File: src/rtl/sr_pkg.sv
// sr_pkg: shared definitions for the SR bank.
//   MODE_* : encodings selecting the response of a channel to S=R=1.
//   sr_next: next-state function for one channel (load handled by the caller).
package sr_pkg;

    localparam logic [1:0] MODE_SET_DOM = 2'd0;
    localparam logic [1:0] MODE_RST_DOM = 2'd1;
    localparam logic [1:0] MODE_HOLD    = 2'd2;
    localparam logic [1:0] MODE_TOGGLE  = 2'd3;

    function automatic logic sr_next(input logic q, input logic s, input logic r,
                                     input logic [1:0] mode);
        logic nq;
        nq = q;
        unique case ({s, r})
            2'b00: nq = q;
            2'b10: nq = 1'b1;
            2'b01: nq = 1'b0;
            default: begin
                unique case (mode)
                    MODE_SET_DOM: nq = 1'b1;
                    MODE_RST_DOM: nq = 1'b0;
                    MODE_HOLD:    nq = q;
                    default:      nq = ~q;
                endcase
            end
        endcase
        return nq;
    endfunction

endpackage

File: src/rtl/sr_cell.sv
// sr_cell: one SR channel -- a state bit plus its sticky conflict flag.
//   clk, rst_n    : clock, synchronous active-low reset
//   rst_val       : value loaded into q on reset
//   s, r          : set / reset requests
//   ld, d         : parallel load strobe and data bit (load overrides s/r)
//   clr_conflict  : clears the sticky flag unless a new conflict arrives
//   q             : registered state
//   conflict      : sticky flag, set one edge after S=R=1 was seen with ld=0
//   hit           : combinational conflict detect, reduced by the bank counter
module sr_cell
    import sr_pkg::*;
#(
    parameter int MODE = 0
) (
    input  logic clk,
    input  logic rst_n,
    input  logic rst_val,
    input  logic s,
    input  logic r,
    input  logic ld,
    input  logic d,
    input  logic clr_conflict,
    output logic q,
    output logic conflict,
    output logic hit
);

    localparam logic [1:0] MODE_L = MODE[1:0];

    logic q_d, q_q;
    logic conflict_d, conflict_q;

    // A load masks the conflict: s/r are ignored that cycle.
    assign hit = s & r & ~ld;

    always_comb begin
        q_d        = ld ? d : sr_next(q_q, s, r, MODE_L);
        // A new conflict wins over a simultaneous clear.
        conflict_d = conflict_q;
        if (hit)
            conflict_d = 1'b1;
        else if (clr_conflict)
            conflict_d = 1'b0;
    end

    always_ff @(posedge clk) begin
        if (!rst_n) begin
            q_q        <= rst_val;
            conflict_q <= 1'b0;
        end else begin
            q_q        <= q_d;
            conflict_q <= conflict_d;
        end
    end

    assign q        = q_q;
    assign conflict = conflict_q;

endmodule

File: src/rtl/sr_bank.sv
// sr_bank: WIDTH independent SR channels with conflict tracking.
//   clk, rst_n        : clock, synchronous active-low reset
//   s, r [WIDTH]      : per-channel set / reset requests
//   ld, d [WIDTH]     : parallel load strobe / data
//   clr_conflict      : clears conflict flags and counter
//   q, qn [WIDTH]     : registered state and its complement
//   conflict [WIDTH]  : sticky per-channel S=R=1 flags
//   conflict_cnt      : saturating count of cycles with any conflict
module sr_bank
    import sr_pkg::*;
#(
    parameter int               WIDTH     = 4,
    parameter int               MODE      = 0,
    parameter logic [WIDTH-1:0] RESET_VAL = '0,
    parameter int               CNT_W     = 8
) (
    input  logic             clk,
    input  logic             rst_n,
    input  logic [WIDTH-1:0] s,
    input  logic [WIDTH-1:0] r,
    input  logic             ld,
    input  logic [WIDTH-1:0] d,
    input  logic             clr_conflict,
    output logic [WIDTH-1:0] q,
    output logic [WIDTH-1:0] qn,
    output logic [WIDTH-1:0] conflict,
    output logic [CNT_W-1:0] conflict_cnt
);

    logic [WIDTH-1:0] hit;
    logic             any_hit;
    logic [CNT_W-1:0] cnt_d, cnt_q;

    for (genvar i = 0; i < WIDTH; i++) begin : g_cell
        sr_cell #(.MODE(MODE)) u_cell (
            .clk         (clk),
            .rst_n       (rst_n),
            .rst_val     (RESET_VAL[i]),
            .s           (s[i]),
            .r           (r[i]),
            .ld          (ld),
            .d           (d[i]),
            .clr_conflict(clr_conflict),
            .q           (q[i]),
            .conflict    (conflict[i]),
            .hit         (hit[i])
        );
    end

    // qn comes straight off the state flops so it can never disagree with q.
    assign qn      = ~q;
    assign any_hit = |hit;

    // Counts cycles, not channels; a clear coinciding with a conflict restarts at 1.
    always_comb begin
        cnt_d = cnt_q;
        if (any_hit) begin
            if (clr_conflict)
                cnt_d = CNT_W'(1);
            else if (cnt_q != {CNT_W{1'b1}})
                cnt_d = cnt_q + CNT_W'(1);
        end else if (clr_conflict) begin
            cnt_d = '0;
        end
    end

    always_ff @(posedge clk) begin
        if (!rst_n)
            cnt_q <= '0;
        else
            cnt_q <= cnt_d;
    end

    assign conflict_cnt = cnt_q;

endmodule

File: config.mk
export PLATFORM = sky130hd
export DESIGN_NAME = sr_bank
export DESIGN_NICKNAME = d
export VERILOG_FILES = /design/src/rtl/sr_pkg.sv /design/src/rtl/sr_cell.sv /design/src/rtl/sr_bank.sv
export SDC_FILE = /design/constraint.sdc
export NUM_CORES = 1
export LEC_CHECK = 0
export CAP_MARGIN = 20
export CORE_ASPECT_RATIO = 1.25
export CORE_MARGIN = 10
export CORE_UTILIZATION = 41
export CTS_CLUSTER_DIAMETER = 50
export DETAILED_ROUTE_END_ITERATION = 6
export GPL_TIMING_DRIVEN = 0
export HOLD_SLACK_MARGIN = 0.06
export PLACE_DENSITY_LB_ADDON = 0.25
export SYNTH_ARGS = -nofsm -noshare
export SYNTH_HDL_FRONTEND = slang
export SYNTH_SLANG_ARGS = --single-unit
File: constraint.sdc
create_clock -name clk -period 1.9 [get_ports clk]
set_input_delay 0.38 -clock clk [delete_from_list [all_inputs] [get_ports clk]]
set_output_delay 0.38 -clock clk [all_outputs]
set_load 0.1 [all_outputs]
==> metrics.txt <==
syn_nets roughly 120; crit end category primary output; Fin. Hold Viols 0; Final setup viols 0; Slew Limit Fails 0; placed cell count about 160; Syn Inst Count 101; DR WL/cell about 14 um; status finished clean; initial antenna violation count 0; clk_skew roughly 0.0066 ns; total gr overflow 0; final worst slack 0.0695 ns; I/O Pins 36; total power 842 uW; final WL about 2300 um; HP Class flip-flop to flip-flop; Non-Filler Instances 160; number of max-cap violations 0; CP Capture Point conflict_cnt[6]; synth top area cells dfxtp_1 37%, buf_4 7.9%, inv_1 4.8%; htree depth 1; Num CTS Buffers 3; vias post-DR between 800 and 900; Row Count 18; Die Ht 71.1 um; Crit Path Max Fanout 3; die area approximately 0.0043 mm^2; Total Routing Usage GR approximately 11%; Final period util a little over nine tenths; CP Launch Point conflict_cnt[6]; FF-to-FF setup slack roughly 0.12 ns; # diodes 0; Reg-to-Reg Start conflict_cnt[0]; fin crit period ~1.8 ns; Place WS -0.100 ns; hpwl dp 1830 um; critical path's slowest cell clkdlybuf4s15_1; maximum buffer depth of the clock tree 2; Syn Area/Cell roughly 8.5 um^2; WP data required 1.52 ns; Yosys top cell area share 37.4%; total setup buffers inserted after CTS 0; Vias per Instance ~5.4; dominant cell type by area after synthesis dfxtp_1; FF-to-FF path depth 6; cell family with most CP delay buffers and inverters; Max VDD drop approximately 0.00049 V; clk_lat worst skew about 0.28 ns; synth unique cells 33; share of flip-flops with an asynchronous set or reset 0%; leakage around 0.0005 uW; number of global-route vias before repair ~930; R2R Path End conflict_cnt[4]; GPL Wtd Cong between 0.8 and 0.9; sum of negative setup slack 0 ns; pwr/cell area around 660 mW/mm^2; CTS sink cnt 16; TritonRoute pass-1 iters 4; number of synthesized register bits 16; Area Growth Syn to Fin 48.0%; crit path DAT about 1.5 ns; CTS tree done; unrepaired setup endpoints after global routing no; Post-Syn Area 857 um^2; Hold WS 0.498 ns; Seq/Total Area, Yosys a little under two fifths; drt initial violations 33; ys flop type dfxtp_1; Max-slew headroom between 30% and 40%; Achievable Freq about 550 MHz; IO buf count 35; fin nets 158; total core area 0.00198 mm^2; DR DRC count 0; global-route wire length before repair between 3000 and 4000 um; crit path kind flip-flop to primary output; CP Cell Sequence clkdlybuf4s15_1; CP Launch Type flip-flop; commonest non-fill, non-tap cells in the layout 15 x clkdlybuf4s50_1, 14 x clkdlybuf4s15_2, 11 x inv_1; DRT antenna net count 0; EDFF count, synth 0; share of cells above drive strength 1 roughly 30%; Clock Pin Slew Worst Setup and Hold Paths 0.10 ns; Starting Density a little over two fifths; WP depth 1; worst-margin pin slew 0.947 ns; Horiz. Die Dim 60.9 um; Buf/Inv on CP 1; slowest stage delay, CP between 0.8 and 0.9 ns; Warnings, synthesis 0; largest net degree at the start of global routing 11; most common cell after layout, fill and taps aside clkdlybuf4s50_1; CTS root buffer clkbuf_4
## power by group
part           internal, uW  switching [uW]
registers               347            7.75
clock network           117             108
logic                  81.9             181
## area by class of cell
type | count | area [um^2]
fillers | 188 | 713
plain buffers | 12 | 86.3
repair buffers | 35 | 343
well taps | 20 | 25.0
clock buffers | 4 | 36.3
multi-input cells | 62 | 409
flip-flops and latches | 16 | 328
inverters | 11 | 41.3
## worst min-delay path by stage
stage / startpoint / end / slack (ns) / cells after the start
2_1_floorplan: s[0] / g_cell[0].u_cell.q / 0.54 / 1
3_3_place_gp: conflict_cnt[4] / conflict_cnt[4] / 0.47 / 2
3_5_place_dp: conflict_cnt[4] / conflict_cnt[4] / 0.48 / 2
4_1_cts: conflict_cnt[4] / conflict_cnt[4] / 0.50 / 2
5_1_grt: conflict_cnt[4] / conflict_cnt[4] / 0.55 / 2
6_report: conflict_cnt[4] / conflict_cnt[4] / 0.50 / 2
## stage by stage
stage	utilization (%)	area [um^2]
2_1_floorplan	-	865
3_3_place_gp	62.6	1240
3_5_place_dp	62.6	1240
4_1_cts	65.2	1290
5_1_grt	64.0	1270
6_report	64.0	1270
## kinds of logic after synthesis
logic type | Yosys count | share of synthesized area (%)
AOI/OAI and AO/OA | 28 | 23.4
adders and majority gates | 1 | 1.46
buffers and inverters | 23 | 14.9
DFF | 16 | 37.4
and+or+nand+nor | 33 | 22.9
## flip-flops by register name, indices dropped and copies added (netlist names)
name,flops
g_cell.u_cell.conflict,4
g_cell.u_cell.q,4
conflict_cnt,8
## cells in the mapped netlist, types with 2 or more instances
library cell and instances:
o41ai_1 2, o31ai_1 2, nor2_1 4, nand2b_1 4, nand2_1 4, a21oi_1 6, o311ai_0 2, nor2b_1 2
buf_4 9, inv_1 11, and2_1 4, nand3_1 2, nand4_1 3, dfxtp_1 16, o311a_1 4, o22ai_1 4
o21ai_0 4, nand3b_1 2, clkbuf_1 2
## what timing repair did
action,in CTS,in global routing
gates resized for setup,53,6
hold buffers,0,0
endpoints found under the setup margin,20,6
## metal layers
metal | wire (um) | GRT usage [%]
met3 | 224 | 5.36
met4 | 13 | 4.65
met2 | 1080 | 18.7
met5 | 0 | 0
met1 | 950 | 11.5
(Power assumes the default switching activity.)
